File: config.mk
export PLATFORM = sky130hd
export DESIGN_NAME = dfd_tnif_tx
export DESIGN_NICKNAME = d
export VERILOG_FILES = /design/src/rtl/dfd_tnif_tx.sv
export SDC_FILE = /design/constraint.sdc
export NUM_CORES = 1
export LEC_CHECK = 0
export BUFFER_PORTS_ARGS = -buffer_cell sky130_fd_sc_hd__buf_2
export CAP_MARGIN = 20
export CORE_ASPECT_RATIO = 1.25
export CORE_UTILIZATION = 35
export CTS_CLUSTER_SIZE = 30
export DETAILED_ROUTE_END_ITERATION = 8
export GPL_TIMING_DRIVEN = 0
export HOLD_SLACK_MARGIN = 0.15
export PLACE_DENSITY = 0.57
export SYNTH_ARGS = -nofsm -noshare
export SYNTH_HDL_FRONTEND = slang
export SYNTH_SLANG_ARGS = --single-unit
File: constraint.sdc
create_clock -name clk -period 31.1 [get_ports clk]
set_input_delay 6.22 -clock clk [delete_from_list [all_inputs] [get_ports clk]]
set_output_delay 6.22 -clock clk [all_outputs]
set_load 0.02 [all_outputs]
File: src/rtl/dfd_tnif_tx.sv
// Core-side trace network transmitter: buffers N-trace and DST beats in
// per-source FIFOs and round-robins them onto the single MS_TN channel.
module dfd_tnif_tx #(
    parameter int DATA_WIDTH_IN_BYTES = 16,
    parameter int DATA_WIDTH          = DATA_WIDTH_IN_BYTES * 8,
    parameter int FIFO_DEPTH          = 4
) (
    input  logic                  clk,
    input  logic                  reset,
    input  logic                  ntr_vld,
    input  logic [DATA_WIDTH-1:0] ntr_data,
    output logic                  ntr_rdy,
    input  logic                  dst_vld,
    input  logic [DATA_WIDTH-1:0] dst_data,
    output logic                  dst_rdy,
    output logic                  MS_TN_Vld,
    output logic                  MS_TN_Src,
    output logic [DATA_WIDTH-1:0] MS_TN_Data,
    input  logic                  TN_MS_Gnt,
    input  logic                  TN_MS_Ntrace_Bp,
    input  logic                  TN_MS_Dst_Bp,
    input  logic                  TN_MS_Ntrace_Flush,
    input  logic                  TN_MS_Dst_Flush,
    output logic                  ntr_flush_done,
    output logic                  dst_flush_done
);
    localparam int AW = $clog2(FIFO_DEPTH);
    localparam int PW = AW + 1;

    // Handshake: input beats transfer on vld & rdy; an offered MS_TN beat holds
    // Vld/Src/Data stable until the cycle TN_MS_Gnt is high, and is never retracted.

    logic [DATA_WIDTH-1:0] ntr_mem_q [FIFO_DEPTH];
    logic [DATA_WIDTH-1:0] dst_mem_q [FIFO_DEPTH];
    logic [PW-1:0]         ntr_wr_q, ntr_wr_d, ntr_rd_q, ntr_rd_d;
    logic [PW-1:0]         dst_wr_q, dst_wr_d, dst_rd_q, dst_rd_d;
    logic                  out_vld_q, out_vld_d;
    logic                  out_src_q, out_src_d;
    logic [DATA_WIDTH-1:0] out_data_q, out_data_d;
    logic                  rr_q, rr_d;

    logic                  ntr_full, ntr_empty, dst_full, dst_empty;
    logic                  ntr_push, dst_push, ntr_pop, dst_pop;
    logic                  ntr_elig, dst_elig, load_ok, load, sel_dst;
    logic [DATA_WIDTH-1:0] ntr_head, dst_head;

    // The pointer MSB separates full (MSBs differ, indices equal) from empty.
    assign ntr_empty = (ntr_wr_q == ntr_rd_q);
    assign ntr_full  = (ntr_wr_q[PW-1] != ntr_rd_q[PW-1]) &&
                       (ntr_wr_q[AW-1:0] == ntr_rd_q[AW-1:0]);
    assign dst_empty = (dst_wr_q == dst_rd_q);
    assign dst_full  = (dst_wr_q[PW-1] != dst_rd_q[PW-1]) &&
                       (dst_wr_q[AW-1:0] == dst_rd_q[AW-1:0]);

    assign ntr_rdy  = !ntr_full && !TN_MS_Ntrace_Flush;
    assign dst_rdy  = !dst_full && !TN_MS_Dst_Flush;
    assign ntr_push = ntr_vld && ntr_rdy;
    assign dst_push = dst_vld && dst_rdy;

    assign ntr_head = ntr_mem_q[ntr_rd_q[AW-1:0]];
    assign dst_head = dst_mem_q[dst_rd_q[AW-1:0]];

    always_comb begin
        ntr_elig = !ntr_empty && !TN_MS_Ntrace_Bp;
        dst_elig = !dst_empty && !TN_MS_Dst_Bp;
        load_ok  = !out_vld_q || TN_MS_Gnt;
        sel_dst  = (ntr_elig && dst_elig) ? rr_q : dst_elig;
        load     = load_ok && (ntr_elig || dst_elig);
        ntr_pop  = load && !sel_dst;
        dst_pop  = load && sel_dst;

        ntr_wr_d = ntr_wr_q + PW'(ntr_push);
        ntr_rd_d = ntr_rd_q + PW'(ntr_pop);
        dst_wr_d = dst_wr_q + PW'(dst_push);
        dst_rd_d = dst_rd_q + PW'(dst_pop);

        out_vld_d  = out_vld_q;
        out_src_d  = out_src_q;
        out_data_d = out_data_q;
        rr_d       = rr_q;
        if (load) begin
            out_vld_d  = 1'b1;
            out_src_d  = sel_dst;
            out_data_d = sel_dst ? dst_head : ntr_head;
            rr_d       = !sel_dst;
        end else if (load_ok) begin
            out_vld_d = 1'b0;
        end
    end

    always_ff @(posedge clk or posedge reset) begin
        if (reset) begin
            ntr_wr_q   <= '0;
            ntr_rd_q   <= '0;
            dst_wr_q   <= '0;
            dst_rd_q   <= '0;
            out_vld_q  <= 1'b0;
            out_src_q  <= 1'b0;
            out_data_q <= '0;
            rr_q       <= 1'b0;
        end else begin
            ntr_wr_q   <= ntr_wr_d;
            ntr_rd_q   <= ntr_rd_d;
            dst_wr_q   <= dst_wr_d;
            dst_rd_q   <= dst_rd_d;
            out_vld_q  <= out_vld_d;
            out_src_q  <= out_src_d;
            out_data_q <= out_data_d;
            rr_q       <= rr_d;
        end
    end

    // Storage needs no reset; only the pointers define which entries are live.
    always_ff @(posedge clk) begin
        if (ntr_push) ntr_mem_q[ntr_wr_q[AW-1:0]] <= ntr_data;
        if (dst_push) dst_mem_q[dst_wr_q[AW-1:0]] <= dst_data;
    end

    assign MS_TN_Vld  = out_vld_q;
    assign MS_TN_Src  = out_src_q;
    assign MS_TN_Data = out_data_q;

    assign ntr_flush_done = TN_MS_Ntrace_Flush && ntr_empty && !(out_vld_q && !out_src_q);
    assign dst_flush_done = TN_MS_Dst_Flush && dst_empty && !(out_vld_q && out_src_q);

endmodule

==> flow_metrics.tcl, run 1 <==
set metrics [dict create \
    synth_sequential_area_ratio 0.7916 \
    wl_mm 113.8 \
    multi_input_area_sq_mm 0.008502 \
    seqCellArea_sq_mm 0.03433 \
    drv_cap 0 \
    floorplan.rows 144 \
    fin_tns_setup_ns 0 \
    timing_max_transition_violations_final 0 \
    rsz_0062_raised_after_global_routing "no" \
    hold_violations 0 \
    drt-wirelength-per-cell_um 27.18 \
    worst_path_max_delay_cell "buf_2" \
    mappedNetlistNets 2126 \
    ctsLongestPathBuffers 3 \
    worst-path-max-fanout 3 \
    final_util 0.4279 \
    vdd.ir_drop.worst_mv 0.06909 \
    max_slew_margin 0.3283 \
    avgViaCountPerCell 5.185 \
    worstSkewPairLatency_ns 0.75 \
    detail_route.drc_violations 0 \
    crit_path_max_incr_delay_ns 0.22 \
    filler_cell_count 10660 \
    clk_pin_slew_ns 0.06 \
    post_cts.repair.setup_buffers 0 \
    gpl.final_weighted_congestion 0.7325 \
    vias 21720 \
    cts_repair_resize_count 0 \
    core_area_sq_mm 0.1231 \
    numClockSinks 1167 \
    grtUsageTotal 0.1825 \
    final-setup-viol-count 0 \
    maximum_number_of_pins_on_one_net_before_global_route_repair 87 \
    worst_setup_path_end_kind "primary output" \
    die_width_um 316.8 \
    cts-htree-levels 3 \
    grtUsageMet2 0.3080 \
    cp_common_cell "buf_2" \
    gr-usage-met1 0.2251 \
    crit_type "in2out" \
    critPathArrivalTime_ns 6.82 \
    initial_core_util 0.3524 \
    cp_cell_sequence "buf_2, inv_1, o31a_1, buf_2" \
    number_of_global_route_vias_before_repair 23490 \
    global_route.overflow_total 0 \
    cts_made_buffers 115 \
    ys_ff_latch 1167 \
    busiest_layer "met2" \
    max_freq_ghz 0.07668 \
    hp-class "reg2reg" \
    cts_hold_repair.buffers 0 \
    cp_top_family "buffers and inverters" \
    netlist_instances 1853 \
    io_pins 399 \
    port-buffer-count 398 \
    clockRootBuffer "clkbuf_16" \
    worst_clock_skew_ns 0.02957 \
    detailedRoute.firstIterationViolations 1384 \
    met3_usage 0.04488 \
    final_stage_net_count 2734 \
    drive_above_1_share 0.3902 \
    fp.dieH_um 395.6 \
    ys_types 28 \
    syn-mean-instance-area_sq_um 23.40 \
    cts_tree "done" \
    worstPathBufferInverterCount 3 \
    grt_first_pass_wirelength_mm 163.0 \
    cp_data_required_time_ns 24.88 \
    yosys_warnings 0 \
    syn_area_sq_mm 0.04337 \
    worstMarginPinSlew_ns 1.002 \
    ant_nets 0 \
    timing.final.crit_share 0.4193 \
    area_enclosed_by_the_die_boundary_sq_mm 0.1253 \
    area.growth.synth_to_final_pct 21.42 \
    timing.final.crit_period_ns 13.04 \
    total_leakage_power_nw 18.03 \
    final_common_cell "edfxtp_1" \
    detail_route.first_pass.iterations 5 \
    p_per_area_mw_per_mm2 94.41 \
    commonest_cells_after_routing_fill_and_taps_aside "edfxtp_1 (1024), buf_2 (433), mux4_2 (256), dfrtp_1 (143)" \
    setup.worst_path.start_class "input port" \
    antenna_found_initial 56 \
    outcome "finished clean" \
    dpl.hpwl_mm 80.32 \
]
## kinds of logic after synthesis
kind of cell / share of synthesized area
flip-flops: 0.7916
multiplexers: 0.1329
AND/OR/NAND/NOR: 0.02478
AO/OA/AOI/OAI: 0.03191
buffers and inverters: 0.01356
XOR/XNOR: 0.002943
adder cells (fa/ha/maj): 0.002308
## worst register-to-register path, cell delays in order (launching register included)
cell      delay [ns]
dfrtp_1         0.35
clkbuf_1        0.16
xor2_1          0.34
o31a_1          0.25
nand2_1         0.13
nor3_2          0.69
buf_6           0.26
buf_6           0.19
buf_6           0.18
buf_6           0.17
buf_6           0.19
buf_6           0.18
## metal layers
layer / share of wire / vias up
li1: - / 9228
met1: 0.40 / 11590
met2: 0.50 / 633
met3: 0.064 / 226
met4: 0.032 / 40
met5: 0.0022 / -
## Yosys cell counts, drive strengths merged
cell | number | area [sq um]
and3 | 2 | 12.51
and2 | 1 | 6.260
o311ai | 2 | 42.55
o31a | 3 | 26.28
buf | 47 | 306.5
ha | 8 | 100.1
o311a | 1 | 10.01
xor2 | 10 | 110.1
mux4 | 256 | 5766
nor3b | 128 | 960.9
a21o | 2 | 15.01
edfxtp | 1024 | 30750
nand3 | 2 | 10.01
nor3 | 6 | 30.03
clkbuf | 66 | 247.7
dfrtp | 143 | 3578
nand2b | 2 | 12.51
nor2 | 7 | 31.28
o221ai | 1 | 8.760
inv | 9 | 33.78
a221o | 128 | 1281
xnor2 | 2 | 17.52
nand2 | 3 | 11.26
## power by group
group,internal (W),switching (W),total (W)
registers,0.00197,0.000101,0.00207
logic,0.000646,0.000837,0.00148
clock network,0.000816,0.000598,0.00141
## flip-flops by register name (all words and copies together), names as in the netlist
| name | flops |
|---|---|
| dst_mem_q | 512 |
| ntr_mem_q | 512 |
| MS_TN_Data | 128 |
| dst_rd_q | 3 |
| dst_wr_q | 3 |
| ntr_rd_q | 3 |
| ntr_wr_q | 3 |
| MS_TN_Src | 1 |
| MS_TN_Vld | 1 |
| rr_q | 1 |
## path summary, 6_finish.rpt
check | from | end | slack [ns] | depth (start not counted)
min in group asynchronous | reset | MS_TN_Data[82] | 5.57 | 2
hold reg to reg | MS_TN_Data[46] | MS_TN_Data[46] | 0.51 | 1
hold / removal | MS_TN_Data[46] | MS_TN_Data[46] | 0.51 | 1
max in group asynchronous | reset | MS_TN_Data[112] | 24.67 | 3
setup reg to reg | ntr_rd_q[0] | ntr_mem_q[2][126] | 27.74 | 11
setup / recovery | TN_MS_Dst_Flush | dst_rdy | 18.06 | 4
## metrics by stage
stage	cells	setup WS (ns)	instance area, sq um	hold slack, ns	total power (W)
2_1_floorplan	1853	15.02	43370	0.4734	0.003069
3_3_place_gp	3857	5.798	47370	0.4828	0.003624
3_5_place_dp	3948	18.06	48690	0.4914	0.003624
4_1_cts	4167	18.06	52580	0.5061	0.005047
5_1_grt	4181	18.02	52640	0.5205	0.005186
6_report	4188	18.06	52660	0.5050	0.004971
## layout make-up
cell class / instances / area share
Antenna cell: 19 / 0.0009029
Buffer: 113 / 0.01062
Clock buffer: 150 / 0.06059
Clock inverter: 69 / 0.01333
Inverter: 9 / 0.0007841
Multi-Input combinational cell: 564 / 0.1615
Sequential cell: 1167 / 0.6519
Tap cell: 1606 / 0.03816
Timing Repair Buffer: 491 / 0.06225
Power figures use the tool's default switching activity.
==> inputs of run 2 (changes only) <==
PLACE_DENSITY = 0.59   (was 0.57)
clock period = 10.63 ns   (was 31.1 ns; I/O delays follow)
==> run 2 against run 1 <==
Setup slack worse by 12 ns. Register-to-register slack worse by 21 ns. Sequential cell count unchanged. Final cell count down 0.12%. Critical path depth unchanged. Worst hold slack better by 0.0036 ns.
==> flow_metrics.tcl, run 2 (synthesis results as in run 1) <==
set metrics [dict create \
    rsz_0062_raised_after_global_routing "no" \
    detail_route.drc_violations 0 \
    detail_route.first_pass.iterations 5 \
    port-buffer-count 398 \
    grt_first_pass_wirelength_mm 160.8 \
    drt-wirelength-per-cell_um 26.76 \
    multi_input_area_sq_mm 0.008502 \
    dp_cells 3943 \
    final_common_cell "edfxtp_1" \
    filler_cell_count 10610 \
    outcome "finished clean" \
    gpl.final_weighted_congestion 0.7407 \
    crit_type "in2out" \
    final-setup-viol-count 0 \
    hp-class "reg2reg" \
    max_freq_ghz 0.2064 \
    timing.final.crit_period_ns 4.845 \
    clk_pin_slew_ns 0.06 \
    worst_setup_path_end_kind "primary output" \
    vias 21650 \
    clockRootBuffer "clkbuf_16" \
    min_path_cells 1 \
    max_slew_margin 0.3278 \
    worst-path-max-fanout 3 \
    hold_violations 0 \
    setup.worst_path.start_class "input port" \
    area_enclosed_by_the_die_boundary_sq_mm 0.1253 \
    cts_made_buffers 116 \
    commonest_cells_after_routing_fill_and_taps_aside "edfxtp_1 (1024), buf_2 (433), mux4_2 (256), dfrtp_1 (143)" \
    ff2ff_path_depth 12 \
    ant_nets 0 \
    floorplan.rows 144 \
    antenna_found_initial 52 \
    core_area_sq_mm 0.1231 \
    timing.final.crit_share 0.4558 \
    dpl.hpwl_mm 79.01 \
    met3WireLength_mm 8.504 \
    total_leakage_power_nw 18.00 \
    p_per_area_mw_per_mm2 276.8 \
    worstSkewPairLatency_ns 0.75 \
    fp.dieH_um 395.6 \
    detailedRoute.firstIterationViolations 1572 \
    initial_core_util 0.3524 \
    cts_repair_resize_count 0 \
    maximum_number_of_pins_on_one_net_before_global_route_repair 84 \
    critPathArrivalTime_ns 2.72 \
    report.power.total_w 0.01458 \
    vdd.ir_drop.worst_mv 0.1785 \
    drv_cap 0 \
    placedInstanceArea_sq_mm 0.04862 \
    wl_mm 111.9 \
    numClockSinks 1167 \
    io_pins 399 \
    area.growth.synth_to_final_pct 21.45 \
    cts_tree "done" \
    non_filler_cells_final 4183 \
    post_cts.repair.setup_buffers 0 \
    number_of_global_route_vias_before_repair 23310 \
    grtUsageTotal 0.1792 \
    routed.top_layer "met5" \
    ctsLongestPathBuffers 3 \
    postLayoutCellArea_sq_mm 0.05267 \
    cp_data_required_time_ns 8.50 \
    detailroute.wirelength.met2_mm 57.72 \
    final_stage_net_count 2729 \
    route.layer.met1.wl_mm 42.74 \
    global_route.overflow_total 0 \
    worstMarginPinSlew_ns 1.008 \
    worst_clock_skew_ns 0.03226 \
    fin_tns_setup_ns 0 \
    seqCellArea_sq_mm 0.03433 \
    avgViaCountPerCell 5.177 \
    timing_max_transition_violations_final 0 \
    cts-htree-levels 3 \
    die_width_um 316.8 \
    cts_hold_repair.buffers 0 \
    drive_above_1_share 0.3931 \
]
-- run 2: cell types whose count changed in the layout (fill, tap and decap cells not counted), moves of 3 or more --
cell | before | now
clkinvlp_4 | 7 | 17
clkbuf_8 | 16 | 8
clkinv_1 | 15 | 9
clkinv_2 | 22 | 27
buf_6 | 69 | 65
clkbuf_1 | 80 | 76
bufinv_16 | 11 | 14
-- run 2: worst paths after layout --
kind / slack [ns] / endpoint / startpoint
worst max-delay path: 5.78 / dst_rdy / TN_MS_Dst_Flush
min in group asynchronous: 1.40 / MS_TN_Data[99] / reset
worst min register to register: 0.51 / MS_TN_Data[90] / MS_TN_Data[90]
max in group asynchronous: 8.18 / MS_TN_Data[117] / reset
worst min-delay path: 0.51 / MS_TN_Data[90] / MS_TN_Data[90]
worst max register to register: 7.21 / ntr_mem_q[2][1] / ntr_rd_q[0]
-- run 2: per-stage QoR --
stage | setup WS [ns] | hold slack (ns) | utilization
5_1_grt | 5.747 | 0.5207 | 0.4277
2_1_floorplan | -1.353 | 0.4734 | -
3_5_place_dp | 5.740 | 0.4943 | 0.3951
4_1_cts | 5.790 | 0.5091 | 0.4275
3_3_place_gp | -10.49 | 0.4835 | 0.3849
6_report | 5.785 | 0.5086 | 0.4280
-- run 2: cell type report --
class                   instances  area share
diodes                         18   0.0008552
plain buffers                 113     0.01062
clock buffers                 138     0.05820
clock inverters                83     0.01758
inverters                       9   0.0007839
multi-input cells             564      0.1614
flip-flops and latches       1167      0.6518
well taps                    1606     0.03815
repair buffers                485     0.06062
-- run 2: where the power goes --
| part | switching, W | internal [W] |
|---|---|---|
| registers | 0.000287 | 0.00577 |
| clock network | 0.00179 | 0.00242 |
| logic | 0.00244 | 0.00188 |
| total | 0.00451 | 0.0101 |
-- run 2: routing by layer --
| metal | global-route usage | vias up |
|---|---|---|
| li1 | - | 9198 |
| met1 | 0.2160 | 11510 |
| met2 | 0.3100 | 696 |
| met3 | 0.04718 | 198 |
| met4 | 0.05769 | 52 |
| met5 | 0 | - |
-- run 2: worst max-delay path, stage by stage --
cell,delay (ns)
buf_2,0.13
inv_1,0.07
o31a_1,0.17
buf_2,0.22
==> inputs of run 3 (changes only) <==
PLACE_DENSITY = 0.57   (was 0.59)
clock period = 4.75 ns   (was 10.63 ns; I/O delays follow)
==> run 3 against run 2 <==
The flow now finishes with violations (antenna violations). Non-clock buffer count is 19 lower. First-iteration DRC count is 8.3% higher. Design area is 0.13% higher. Power is 120% higher. Final cell count is 0.50% lower. Register-to-register slack worse by 5.7 ns. Global-route usage is 0.50 points higher. Critical endpoint is now ntr_mem_q[2][124].
==> flow_metrics.tcl, run 3 (synthesis results as in run 1) <==
set metrics [dict create \
    io_pins 399 \
    final-setup-viol-count 0 \
    ant_nets 1 \
    setup.worst_path.start_class "register" \
    grtUsageTotal 0.1842 \
    total_leakage_power_nw 17.97 \
    worst-path-max-fanout 14 \
    fin_tns_setup_ns 0 \
    timing.final.crit_period_ns 3.290 \
    cp_top_family "buffers and inverters" \
    timing_max_transition_violations_final 0 \
    critPathArrivalTime_ns 3.73 \
    drt-wirelength-per-cell_um 27.48 \
    hold_violations 0 \
    post_cts.repair.setup_buffers 0 \
    detailedRoute.firstIterationViolations 1702 \
    gpl.final_weighted_congestion 0.7405 \
    core_area_sq_mm 0.1231 \
    worst_clock_skew_ns 0.04251 \
    vias 21600 \
    die_width_um 316.8 \
    hp-class "in2async" \
    detail_route.first_pass.iterations 5 \
    maximum_number_of_pins_on_one_net_before_global_route_repair 80 \
    ctsLongestPathBuffers 3 \
    rrSetupSlack_ns 1.46 \
    p_per_area_mw_per_mm2 615.0 \
    cts_hold_repair.buffers 0 \
    initial_core_util 0.3524 \
    worstSkewPairLatency_ns 0.76 \
    clk_pin_slew_ns 0.06 \
    numClockSinks 1167 \
    number_of_global_route_vias_before_repair 23340 \
    worstPathBufferInverterCount 5 \
    worst_setup_path_end_kind "register" \
    outcome "finished with violations" \
    final_common_cell "edfxtp_1" \
    max_freq_ghz 0.3040 \
    cts_tree "done" \
    area_enclosed_by_the_die_boundary_sq_mm 0.1253 \
    cp_data_required_time_ns 5.19 \
    violated_checks "antenna violations" \
    max_slew_margin 0.3320 \
    detail_route.drc_violations 0 \
    grt_first_pass_wirelength_mm 164.1 \
    final_stage_net_count 2708 \
    cp_cell_sequence "xor2_1, o31a_1, nand2_1, nor3_4, buf_16, buf_8, buf_16, buf_16, buf_8" \
    cts_repair_resize_count 0 \
    timing.final.crit_share 0.6926 \
    final_util 0.4286 \
    avgViaCountPerCell 5.191 \
    drive_above_1_share 0.3797 \
    commonest_cells_after_routing_fill_and_taps_aside "edfxtp_1 (1024), buf_2 (433), mux4_2 (256), dfrtp_1 (143)" \
    drv_cap 0 \
    cts-htree-levels 3 \
    wl_mm 114.4 \
    antenna_found_initial 48 \
    vdd.ir_drop.worst_mv 0.4319 \
    cp_common_cell "buf_16" \
    worstMarginPinSlew_ns 1.002 \
    fp.dieH_um 395.6 \
    global_route.overflow_total 0 \
    cts_made_buffers 114 \
    worst_path_max_delay_cell "nor3_4" \
    port-buffer-count 398 \
    clockRootBuffer "clkbuf_16" \
    floorplan.rows 144 \
    crit_type "reg2reg" \
    dpl.hpwl_mm 79.80 \
    rsz_0062_raised_after_global_routing "no" \
    crit_path_max_incr_delay_ns 0.71 \
    area.growth.synth_to_final_pct 21.61 \
]
run 3: changes by cell type in the layout (fill, tap and decap cells not counted), sizes merged:
| cell | previous run | this run |
|---|---|---|
| inv | 17 | 15 |
| diode | 18 | 20 |
| clkinvlp | 17 | 5 |
| bufinv | 14 | 7 |
| buf | 532 | 513 |
| clkbuf | 204 | 221 |
run 3: through the flow:
step	total power (W)	area, sq um	std cells	hold WS (ns)	setup slack (ns)
global route	0.03386	52700	4147	0.2597	1.318
floorplan	0.01994	43420	1853	0.4734	-0.4701
detailed placement	0.02384	48910	3923	0.4979	0.9347
CTS	0.03290	52660	4140	0.2154	1.393
finish	0.03244	52740	4162	0.2357	1.460
global placement	0.02340	47420	3857	0.4843	-4.118
run 3: layout make-up:
| cell class | instances | area, sq um |
|---|---|---|
| fill | 10640 | 70320 |
| buffer | 113 | 559.3 |
| tap | 1606 | 2009 |
| timing repair buffer | 466 | 3478 |
| clock buffer | 155 | 3137 |
| multi-input combinational | 564 | 8527 |
| sequential | 1167 | 34330 |
| antenna | 20 | 50.05 |
| clock inverter | 62 | 608.1 |
| inverter | 9 | 41.29 |
run 3: path summary, 6_finish.rpt:
check / from / to / depth (start not counted)
hold / removal: reset / MS_TN_Data[96] / 2
max in group asynchronous: reset / MS_TN_Data[53] / 3
setup / recovery: ntr_wr_q[0] / ntr_mem_q[2][124] / 9
setup reg to reg: ntr_wr_q[0] / ntr_mem_q[2][124] / 9
min in group clk: ntr_data[38] / ntr_mem_q[1][38] / 1
hold reg to reg: MS_TN_Data[81] / MS_TN_Data[81] / 1
run 3: layer usage:
layer,vias to the layer above,global-route usage,wire (um),part of all wire
li1,9179,-,-,-
met1,11480,0.2315,44760,0.39
met2,702,0.3108,57680,0.50
met3,202,0.04535,8767,0.077
met4,44,0.05872,2929,0.026
met5,-,0,247,0.0022
run 3: power breakdown:
part           switching, W  leakage (nW)  total, W  internal (W)
sequential         0.000650          11.1    0.0136        0.0129
combinational       0.00557          5.08   0.00988       0.00431
clock               0.00394          1.83   0.00899       0.00505
total                0.0102          18.0    0.0324        0.0223
run 3: worst reg2reg max path: cells and delay by family, from the launching register on:
family          cells  cell delay (ns)
buf+inv             5             1.00
simple gates        2             0.88
compound gates      1             0.25
flops               1             0.52
xor+xnor            1             0.36
